**src/rtl/uart_tx_fifo_mmio_if.sv**
```systemverilog
// CPU memory-bus port of the buffered UART transmitter: address, write data,
// write strobe, byte lanes, and the registered read-data return path.
interface uart_tx_fifo_mmio_if;
  logic [31:0] memAddress;
  logic [31:0] memWriteData;
  logic        memWrite;
  logic [3:0]  byteMask;
  logic [31:0] memReadData;

  modport master (
    output memAddress, memWriteData, memWrite, byteMask,
    input  memReadData
  );

  modport slave (
    input  memAddress, memWriteData, memWrite, byteMask,
    output memReadData
  );
endinterface

```
**src/rtl/uart_tx_fifo_mmio.sv**
```systemverilog
// MMIO UART transmitter: TXDATA pushes bytes into a FIFO, STATUS reports
// full/empty/busy/overflow/count, and an FSM drains the FIFO as 8N1 frames.
//
// state   | meaning
// S_IDLE  | line high; pops the FIFO head when the FIFO is non-empty
// S_START | start bit (low) for CLKS_PER_BIT cycles
// S_DATA  | 8 data bits, LSB first, CLKS_PER_BIT cycles each
// S_STOP  | stop bit (high) for CLKS_PER_BIT cycles
module uart_tx_fifo_mmio #(
  parameter logic [31:0] BASE_MEMORY  = 32'hFFFF_FFE8,
  parameter logic [31:0] TOP_MEMORY   = 32'hFFFF_FFEF,
  parameter int          CLKS_PER_BIT = 104,
  parameter int          FIFO_DEPTH   = 16
) (
  input  logic                      clk,
  input  logic                      reset,
  uart_tx_fifo_mmio_if.slave        bus,
  output logic                      uart_tx,
  output logic                      tx_empty
);
  localparam int AW = $clog2(FIFO_DEPTH);
  localparam int BW = (CLKS_PER_BIT > 1) ? $clog2(CLKS_PER_BIT) : 1;
  localparam logic [BW-1:0] BAUD_LAST = BW'(CLKS_PER_BIT - 1);
  localparam logic [AW:0]   FULL_CNT  = (AW + 1)'(FIFO_DEPTH);

  typedef enum logic [1:0] {S_IDLE, S_START, S_DATA, S_STOP} state_t;

  state_t          r_state, w_state_nxt;
  logic [BW-1:0]   r_baud, w_baud_nxt;
  logic [2:0]      r_bit, w_bit_nxt;
  logic [7:0]      r_shift, w_shift_nxt;
  logic            r_tx, w_tx_nxt;
  logic [AW:0]     r_wptr, r_rptr, w_count;
  logic [7:0]      r_mem [FIFO_DEPTH];
  logic            r_ovf;
  logic [31:0]     r_rdata, w_status;
  logic            w_sel, w_wr_data, w_wr_stat, w_empty, w_full, w_pop, w_push;
  logic            w_unused_bits;

  assign w_sel     = (bus.memAddress >= BASE_MEMORY) && (bus.memAddress <= TOP_MEMORY);
  assign w_wr_data = w_sel && bus.memWrite && bus.byteMask[0] && !bus.memAddress[2];
  assign w_wr_stat = w_sel && bus.memWrite && bus.byteMask[0] && bus.memAddress[2];

  assign w_count = r_wptr - r_rptr;
  assign w_empty = (r_wptr == r_rptr);
  assign w_full  = (w_count == FULL_CNT);

  // Pop decision uses pre-push occupancy, so a push into an empty FIFO pops next cycle
  assign w_pop  = (r_state == S_IDLE) && !w_empty;
  assign w_push = w_wr_data && (!w_full || w_pop);

  assign w_unused_bits = &{1'b0, bus.memWriteData[31:8], bus.byteMask[3:1]};

  always_comb begin
    w_status          = '0;
    w_status[0]       = w_full;
    w_status[1]       = w_empty;
    w_status[2]       = (r_state != S_IDLE);
    w_status[3]       = r_ovf;
    w_status[8 +: AW+1] = w_count;
  end

  always_comb begin
    w_state_nxt = r_state;
    w_baud_nxt  = r_baud + BW'(1);
    w_bit_nxt   = r_bit;
    w_shift_nxt = r_shift;
    unique case (r_state)
      S_IDLE: begin
        w_baud_nxt = '0;
        if (w_pop) begin
          w_state_nxt = S_START;
          w_shift_nxt = r_mem[r_rptr[AW-1:0]];
          w_bit_nxt   = '0;
        end
      end
      S_START: begin
        if (r_baud == BAUD_LAST) begin
          w_state_nxt = S_DATA;
          w_baud_nxt  = '0;
          w_bit_nxt   = '0;
        end
      end
      S_DATA: begin
        if (r_baud == BAUD_LAST) begin
          w_baud_nxt = '0;
          if (r_bit == 3'd7) begin
            w_state_nxt = S_STOP;
            w_bit_nxt   = '0;
          end else begin
            w_bit_nxt   = r_bit + 3'd1;
            w_shift_nxt = {1'b0, r_shift[7:1]};
          end
        end
      end
      S_STOP: begin
        if (r_baud == BAUD_LAST) begin
          w_state_nxt = S_IDLE;
          w_baud_nxt  = '0;
          w_bit_nxt   = '0;
        end
      end
      default: begin
        w_state_nxt = S_IDLE;
        w_baud_nxt  = '0;
        w_bit_nxt   = '0;
      end
    endcase
    // Line level is registered from the next state so uart_tx never glitches
    case (w_state_nxt)
      S_START: w_tx_nxt = 1'b0;
      S_DATA:  w_tx_nxt = w_shift_nxt[0];
      default: w_tx_nxt = 1'b1;
    endcase
  end

  always_ff @(posedge clk) begin
    if (reset) begin
      r_state <= S_IDLE;
      r_baud  <= '0;
      r_bit   <= '0;
      r_shift <= '0;
      r_tx    <= 1'b1;
      r_wptr  <= '0;
      r_rptr  <= '0;
      r_ovf   <= 1'b0;
      r_rdata <= '0;
    end else begin
      r_state <= w_state_nxt;
      r_baud  <= w_baud_nxt;
      r_bit   <= w_bit_nxt;
      r_shift <= w_shift_nxt;
      r_tx    <= w_tx_nxt;
      if (w_push) r_wptr <= r_wptr + (AW + 1)'(1);
      if (w_pop)  r_rptr <= r_rptr + (AW + 1)'(1);
      if (w_wr_data && w_full && !w_pop) r_ovf <= 1'b1;
      else if (w_wr_stat && bus.memWriteData[3]) r_ovf <= 1'b0;
      if (w_sel) r_rdata <= bus.memAddress[2] ? w_status : 32'h0;
    end
  end

  always_ff @(posedge clk) begin
    if (w_push) r_mem[r_wptr[AW-1:0]] <= bus.memWriteData[7:0];
  end

  assign bus.memReadData = r_rdata;
  assign uart_tx         = r_tx;
  assign tx_empty        = w_empty && (r_state == S_IDLE);
endmodule

```
**src/flat_wrapper.sv**
```systemverilog
// flat-port wrapper written by rule: the top's interface ports become plain ports
module uart_tx_fifo_mmio_flat 
#(
  parameter logic [31:0] BASE_MEMORY  = 32'hFFFF_FFE8,
  parameter logic [31:0] TOP_MEMORY   = 32'hFFFF_FFEF,
  parameter int          CLKS_PER_BIT = 104,
  parameter int          FIFO_DEPTH   = 16
)
  (clk, reset, uart_tx, tx_empty, bus_memAddress, bus_memWriteData, bus_memWrite, bus_byteMask, bus_memReadData);
  uart_tx_fifo_mmio_if bus_i ();
  input  logic clk;
  input  logic reset;
  output logic uart_tx;
  output logic tx_empty;
  input wire logic [$bits(bus_i.memAddress)-1:0] bus_memAddress;
  input wire logic [$bits(bus_i.memWriteData)-1:0] bus_memWriteData;
  input wire logic [$bits(bus_i.memWrite)-1:0] bus_memWrite;
  input wire logic [$bits(bus_i.byteMask)-1:0] bus_byteMask;
  output wire logic [$bits(bus_i.memReadData)-1:0] bus_memReadData;
  assign bus_i.memAddress = bus_memAddress;
  assign bus_i.memWriteData = bus_memWriteData;
  assign bus_i.memWrite = bus_memWrite;
  assign bus_i.byteMask = bus_byteMask;
  assign bus_memReadData = bus_i.memReadData;
  uart_tx_fifo_mmio #(.BASE_MEMORY(BASE_MEMORY), .TOP_MEMORY(TOP_MEMORY), .CLKS_PER_BIT(CLKS_PER_BIT), .FIFO_DEPTH(FIFO_DEPTH)) u_core (.clk(clk), .reset(reset), .bus(bus_i), .uart_tx(uart_tx), .tx_empty(tx_empty));
endmodule
```
**config.mk**
```make
export PLATFORM = sky130hd
export DESIGN_NAME = uart_tx_fifo_mmio_flat
export DESIGN_NICKNAME = d
export VERILOG_FILES = /design/src/rtl/uart_tx_fifo_mmio_if.sv /design/src/rtl/uart_tx_fifo_mmio.sv /design/src/flat_wrapper.sv
export SDC_FILE = /design/constraint.sdc
export NUM_CORES = 1
export LEC_CHECK = 0
export ABC_CLOCK_PERIOD_IN_PS = 2900
export CAP_MARGIN = 20
export CORE_UTILIZATION = 30
export DETAILED_ROUTE_END_ITERATION = 16
export SYNTH_ARGS = -nofsm -noshare
export SYNTH_HDL_FRONTEND = slang
export SYNTH_SLANG_ARGS = --single-unit
```
**constraint.sdc**
```tcl
create_clock -name clk -period 2.9 [get_ports clk]
set_clock_uncertainty 0.2 [all_clocks]
set_input_delay 0.58 -clock clk [delete_from_list [all_inputs] [get_ports clk]]
set_output_delay 0.58 -clock clk [all_outputs]
set_load 0.1 [all_outputs]
```
==> impl_metrics.env, run 1 <==
export IMPL_status="completed"
export IMPL_cts_root_buf="clkbuf_16"
export IMPL_area_delta_synth_final_pct=26.0
export IMPL_critical_path_required_ps=2890
export IMPL_crit_path_max_incr_delay_ps=390
export IMPL_rsz0062_at_grt="no"
export IMPL_port_buffers=52
export IMPL_drc=0
export IMPL_internal_power_mw=4.63
export IMPL_drv_slew=0
export IMPL_cts_buffers=17
export IMPL_viasPerCell=4.73
export IMPL_cp_slowest_cell="or3_4"
export IMPL_row_count=56
export IMPL_synth_common_cells="128 x edfxtp_1, 45 x dfxtp_1, 33 x mux4_2"
export IMPL_leakagePower_nw=3.11
export IMPL_critPathArrivalTime_ps=2780
export IMPL_die_w_um=158
export IMPL_crit_path_max_fanout=17
export IMPL_synthesis_area_um2=7310
export IMPL_fillers=2230
export IMPL_fmax_ghz=0.358
export IMPL_hold_end="u_core.bus.memReadData[3]"
export IMPL_syn_inst=480
export IMPL_syn_avg_cell_area_um2=15.2
export IMPL_n_antenna_cell=0
export IMPL_grt_pass1_vias=4371
export IMPL_cp_cell_sequence="inv_1 > ha_1 > and3b_1 > or3_4 > a2111oi_4 > a21oi_2 > buf_12 > and3_1 > buf_12"
export IMPL_clock_latency_ps=430
export IMPL_final_setup_viol_count=0
export IMPL_max_cap_violations=0
export IMPL_worst_pin_slew_ps=729
export IMPL_yosys_most_used_dff="edfxtp_1"
export IMPL_dieArea_um2=25000
export IMPL_post_route_period_util=0.962
export IMPL_first_iter_violations=251
export IMPL_yosys_area_top_type="edfxtp_1"
export IMPL_yosysSeqAreaShare=0.649
export IMPL_stdcell_count=907
export IMPL_yosys_warnings=0
export IMPL_ant_nets=0
export IMPL_synth_top_area_share=0.526
export IMPL_min_path_cells=2
export IMPL_power_frac_seq=0.430
export IMPL_critPathCaptureType="flop"
export IMPL_pwr_share_comb=0.199
export IMPL_power_switching_mw=1.76
export IMPL_synthArstFlopShare=0
export IMPL_grt_remaining_overflow=0
export IMPL_finalNetCount=659
export IMPL_antenna_found_initial=0
export IMPL_ff2ff_path_depth=9
export IMPL_rrSetupSlack_ps=110
export IMPL_yosysMostFrequentCell="edfxtp_1"
export IMPL_wirelength_mm=15.5
export IMPL_synth_area_leaders="edfxtp_1 53%, dfxtp_1 12%, mux4_2 10%"
export IMPL_die_y_um=158
export IMPL_cts_max_level=4
export IMPL_crit_family="simple AND/OR/NAND/NOR gates"
export IMPL_setup_ws_ps=110
export IMPL_vdd_drop_max_mv=0.437
export IMPL_ioPinCount=105
export IMPL_maxSlewHeadroom=0.513
export IMPL_layout_drive_gt1_share=0.218
export IMPL_gp_congestion=0.770
export IMPL_place_area_um2=8590
export IMPL_cp_common_cell="buf_12"
export IMPL_fin_util=0.389
export IMPL_timing_rr_end="u_core.r_mem[12][5]"
export IMPL_period_needed_ps=2790
export IMPL_synth_edf_count=128
export IMPL_r2r_start="u_core.r_rptr[2]"
export IMPL_pwr_share_clk=0.371
export IMPL_dpl_cell_count=875
export IMPL_cts_hold_buffers=0
export IMPL_wl_per_cell_um=17.1
export IMPL_holdWs_ps=251
export IMPL_synth_distinct_cells=50
export IMPL_synth_seq_cells=173
export IMPL_crit_type="reg2reg"
export IMPL_hold_violations=0
export IMPL_path_buf_inv=3
export IMPL_grt_first_pass_wirelength_mm=23.9
export IMPL_cts_tree="yes"
export IMPL_vias=4293
export IMPL_min_from="u_core.bus.memReadData[3]"
export IMPL_clk_pin_slew_worst_paths_ps=60
export IMPL_powerDensity_nw_per_um2=694
export IMPL_sw_frac_of_total=0.275
export IMPL_min_delay_path_class="reg2reg"
export IMPL_start_kind="flop"
export IMPL_grt_max_degree=32
export IMPL_cts_sinks=173
export IMPL_dp_hpwl_mm=10.4
export IMPL_final_area_um2=9210
export IMPL_post_place_ws_ps=-84.4
export IMPL_core_um2=23700
export IMPL_start_util=0.309
export IMPL_track_usage=0.131
export IMPL_clk_path_buf_depth=2
export IMPL_first_pass_iters=4
[power groups by stage]
stage                     combinational (mW)  sequential (mW)  clock [mW]
after floorplan                        0.910             2.83           0
after global placement                  1.26             2.80           0
after detailed placement                1.28             2.80           0
after CTS                               1.28             2.74        2.42
after global routing                    1.36             2.75        2.51
final                                   1.27             2.75        2.37
[layout by cell type (no fill, tap or decap), types with 3 or more instances in the layout]
| cell | instances |
|---|---|
| a21oi_1 | 16 |
| ha_1 | 12 |
| nor2_1 | 26 |
| buf_4 | 36 |
| edfxtp_1 | 128 |
| conb_1 | 23 |
| buf_12 | 18 |
| xnor2_1 | 4 |
| o21ai_0 | 4 |
| bufinv_16 | 3 |
| inv_6 | 5 |
| nand2b_1 | 3 |
| mux2i_1 | 11 |
| nor2b_1 | 14 |
| inv_1 | 9 |
| a211oi_1 | 14 |
| mux2_2 | 3 |
| xor2_1 | 7 |
| a221o_1 | 6 |
| nand4_1 | 15 |
| and2_1 | 3 |
| nand2_1 | 18 |
| clkbuf_1 | 3 |
| clkbuf_16 | 17 |
| nand3_1 | 12 |
| nor3_1 | 4 |
| clkdlybuf4s50_1 | 41 |
| nand3b_1 | 4 |
| dfxtp_1 | 44 |
| mux4_2 | 33 |
| and3_1 | 20 |
[layout make-up]
cell class	instances	area, um^2	share of cell area
sequential	173	4750	0.515
multi-input combinational	279	2380	0.259
timing repair buffer	95	1040	0.113
clock buffer	20	437	0.0474
tap	319	399	0.0433
clock inverter	12	173	0.0187
inverter	9	33.8	0.00367
[state kept, by name, summed over array words and instances (netlist names), 2 cells and up, named ones only]
| register | count |
|---|---|
| u_core.bus.memReadData | 9 |
| u_core.r_baud | 7 |
| u_core.r_bit | 3 |
| u_core.r_mem | 128 |
| u_core.r_rptr | 5 |
| u_core.r_shift | 8 |
| u_core.r_state | 2 |
| u_core.r_wptr | 5 |
[kinds of logic after synthesis]
family	Yosys count	share of synthesized area
AND/OR/NAND/NOR	129	0.0954
other	1	0.000513
AO/OA/AOI/OAI	53	0.0531
adder cells (fa/ha/maj)	13	0.0233
multiplexers	49	0.124
XOR/XNOR	12	0.0144
flip-flops	173	0.649
buffers and inverters	50	0.0397
[metal layers]
layer	share of wire	global-route usage
met1	0.45	0.168
met4	0.012	0.0417
met2	0.47	0.215
met3	0.064	0.0370
met5	0	0
[how the worst max path moves through the flow]
stage,startpoint,end,slack (ps),cells after the start
final,u_core.r_rptr[2],u_core.r_mem[12][5],110,9
after floorplan,u_core.r_wptr[0],u_core.r_mem[4][0],60,10
after CTS,u_core.r_wptr[0],u_core.r_mem[13][6],40,11
after global routing,u_core.r_rptr[2],tx_empty,5,7
after detailed placement,bus_memAddress[14],u_core.r_mem[13][5],-80,9
after global placement,bus_memAddress[10],u_core.r_mem[6][5],-120,9
[per-stage QoR]
stage	total power, mW	setup TNS (ps)
after global routing	6.63	0
after CTS	6.44	0
after detailed placement	4.08	-9360
after global placement	4.06	-14000
final	6.39	0
after floorplan	3.74	0
[tightest hold or removal path, stage by stage, from the launching register on]
cell and delay, ps:
dfxtp_1 310, nand2_1 50, a21oi_1 50
[what timing repair did]
item                                    in CTS  in global routing
endpoints found under the setup margin       0                128
resized for setup                            0                  2
setup buffers                                0                  0
(Power assumes the default switching activity.)
==> run 2, diff against run 1 <==
--- a/config.mk
+++ b/config.mk
@@ -7,8 +7,10 @@
 export LEC_CHECK = 0
 export ABC_CLOCK_PERIOD_IN_PS = 2900
 export CAP_MARGIN = 20
+export CORE_MARGIN = 3
 export CORE_UTILIZATION = 30
 export DETAILED_ROUTE_END_ITERATION = 16
 export SYNTH_ARGS = -nofsm -noshare
 export SYNTH_HDL_FRONTEND = slang
 export SYNTH_SLANG_ARGS = --single-unit
+export TNS_END_PERCENT = 10
==> run 2 against run 1 <==
Largest cell class unchanged. Critical endpoint is now u_core.r_mem[12][7]. Core utilization decreased by 0.28 points. First-iteration DRC count shrank 7.6%. Wire length fell by 2.2%. Sequential share of layout area grew 0.40 points. Cell area is 0.72% lower. Combinational power about the same.
==> impl_metrics.env, run 2 (synthesis gave the netlist of run 1 again) <==
export IMPL_grt_first_pass_wirelength_mm=24.2
export IMPL_worst_pin_slew_ps=736
export IMPL_min_from="u_core.bus.memReadData[8]"
export IMPL_die_w_um=162
export IMPL_fillers=2234
export IMPL_port_buffers=52
export IMPL_first_pass_iters=4
export IMPL_critPathCaptureType="flop"
export IMPL_grt_pass1_vias=4357
export IMPL_core_um2=23700
export IMPL_r2r_start="u_core.r_wptr[1]"
export IMPL_cp_startpoint="u_core.r_wptr[1]"
export IMPL_area_delta_synth_final_pct=25.1
export IMPL_hold_end="u_core.bus.memReadData[8]"
export IMPL_cp_slowest_cell="dfxtp_1"
export IMPL_finalNetCount=656
export IMPL_post_cts_buffers=0
export IMPL_vias=4317
export IMPL_dp_hpwl_mm=10.4
export IMPL_ff2ff_path_depth=8
export IMPL_rrSetupSlack_ps=130
export IMPL_regArea_um2=4750
export IMPL_period_needed_ps=2770
export IMPL_multi_input_area_um2=2390
export IMPL_vdd_drop_max_mv=0.457
export IMPL_track_usage=0.120
export IMPL_antenna_found_initial=0
export IMPL_max_cap_violations=0
export IMPL_wirelength_mm=15.2
export IMPL_layout_drive_gt1_share=0.221
export IMPL_rsz0062_at_grt="no"
export IMPL_first_iter_violations=232
export IMPL_final_cell_mix="128 x edfxtp_1, 42 x dfxtp_1, 41 x clkdlybuf4s50_1"
export IMPL_cp_common_cell="buf_12"
export IMPL_crit_family="simple AND/OR/NAND/NOR gates"
export IMPL_start_kind="flop"
export IMPL_ioPinCount=105
export IMPL_start_util=0.309
export IMPL_final_area_um2=9140
export IMPL_gp_congestion=0.801
export IMPL_layout_commonest_cell="edfxtp_1"
export IMPL_drc=0
export IMPL_timing_rr_end="u_core.r_mem[12][7]"
export IMPL_clk_pin_slew_worst_paths_ps=60
export IMPL_drv_slew=0
export IMPL_crit_path_max_fanout=17
export IMPL_leakagePower_nw=3.07
export IMPL_cts_sinks=173
export IMPL_post_route_period_util=0.955
export IMPL_powerDensity_nw_per_um2=669
export IMPL_largest_reg_flops=128
export IMPL_critPathArrivalTime_ps=2760
export IMPL_crit_path_max_incr_delay_ps=440
export IMPL_status="completed"
export IMPL_min_delay_path_class="reg2reg"
export IMPL_viasPerCell=4.78
export IMPL_cp_cell_sequence="ha_1 > and3b_1 > or3_4 > a2111oi_4 > a21oi_2 > buf_12 > and3_1 > buf_12"
export IMPL_maxSlewHeadroom=0.508
export IMPL_fmax_ghz=0.361
export IMPL_wl_per_cell_um=16.8
export IMPL_dieArea_um2=26300
export IMPL_final_setup_viol_count=0
export IMPL_cts_max_level=4
export IMPL_clock_latency_ps=430
export IMPL_cts_root_buf="clkbuf_16"
export IMPL_critical_path_required_ps=2890
export IMPL_ant_nets=0
export IMPL_clk_path_buf_depth=2
export IMPL_fin_util=0.386
export IMPL_path_buf_inv=2
export IMPL_min_path_cells=2
export IMPL_n_antenna_cell=0
export IMPL_row_count=56
export IMPL_cts_buffers=17
export IMPL_hold_violations=0
export IMPL_grt_remaining_overflow=0
export IMPL_cts_tree="yes"
export IMPL_grt_max_degree=33
export IMPL_place_area_um2=8580
export IMPL_die_y_um=162
export IMPL_crit_type="reg2reg"
run 2: changes by cell type in the layout (fill, tap and decap cells not counted), moves of 2 or more:
cell / previous run / this run
bufinv_16: 3 / 0
clkinv_4: 1 / 3
dfxtp_2: 1 / 3
buf_4: 36 / 32
dfxtp_1: 44 / 42
run 2: metal layers:
metal | vias to the layer above | part of all wire | global-route usage | routed length (um)
met3 | 10 | 0.046 | 0.0324 | 696
met1 | 2198 | 0.44 | 0.154 | 6740
li1 | 2012 | - | - | -
met2 | 97 | 0.50 | 0.201 | 7580
met5 | - | 0 | 0 | 0
met4 | 0 | 0.010 | 0.0349 | 155
run 2: final cells by class:
type / count / share of cell area
well taps: 319 / 0.0437
repair buffers: 92 / 0.113
clock inverters: 13 / 0.0115
inverters: 9 / 0.00369
multi-input cells: 279 / 0.262
flip-flops and latches: 173 / 0.519
clock buffers: 19 / 0.0473
run 2: how the worst max path moves through the flow:
stage | cells after the start | slack, ps | endpoint
2_1_floorplan | 10 | 60 | u_core.r_mem[4][0]
3_5_place_dp | 9 | -80 | u_core.r_mem[0][1]
4_1_cts | 11 | 20 | u_core.r_mem[12][3]
5_1_grt | 8 | 9 | u_core.r_mem[15][4]
3_3_place_gp | 9 | -100 | u_core.r_mem[8][4]
6_report | 8 | 130 | u_core.r_mem[12][7]
run 2: stage by stage:
stage	instances	power (mW)	setup TNS (ps)	hold slack (ps)	worst slack (ps)
2_1_floorplan	502	3.74	0	230	61.9
3_3_place_gp	872	4.05	-10780	238	-104
3_5_place_dp	872	4.07	-7620	252	-75.6
4_1_cts	904	6.18	0	261	15.1
5_1_grt	904	6.37	0	283	8.77
6_report	904	6.12	0	256	132
run 2: repair_timing:
item / 4_1_cts / 5_1_grt
hold buffers: 0 / 0
cloned: 0 / 0
setup endpoints to repair: 4 / 129
gates resized for setup: 0 / 6
pin swaps: 1 / 3
run 2: report_power, final:
| part | internal (mW) | leakage (nW) | total (mW) | switching, mW |
|---|---|---|---|---|
| Sequential | 2.71 | 1.51 | 2.75 | 0.0412 |
| Combinational | 0.542 | 1.29 | 1.27 | 0.725 |
| Clock | 1.11 | 0.259 | 2.10 | 0.986 |
run 2: worst reg2reg max path: cells and delay by family (launching register included):
kind | cells | cell delay (ps)
buf+inv | 2 | 310
compound gates | 2 | 510
simple gates | 3 | 790
flops | 1 | 440
fa+ha+maj | 1 | 290
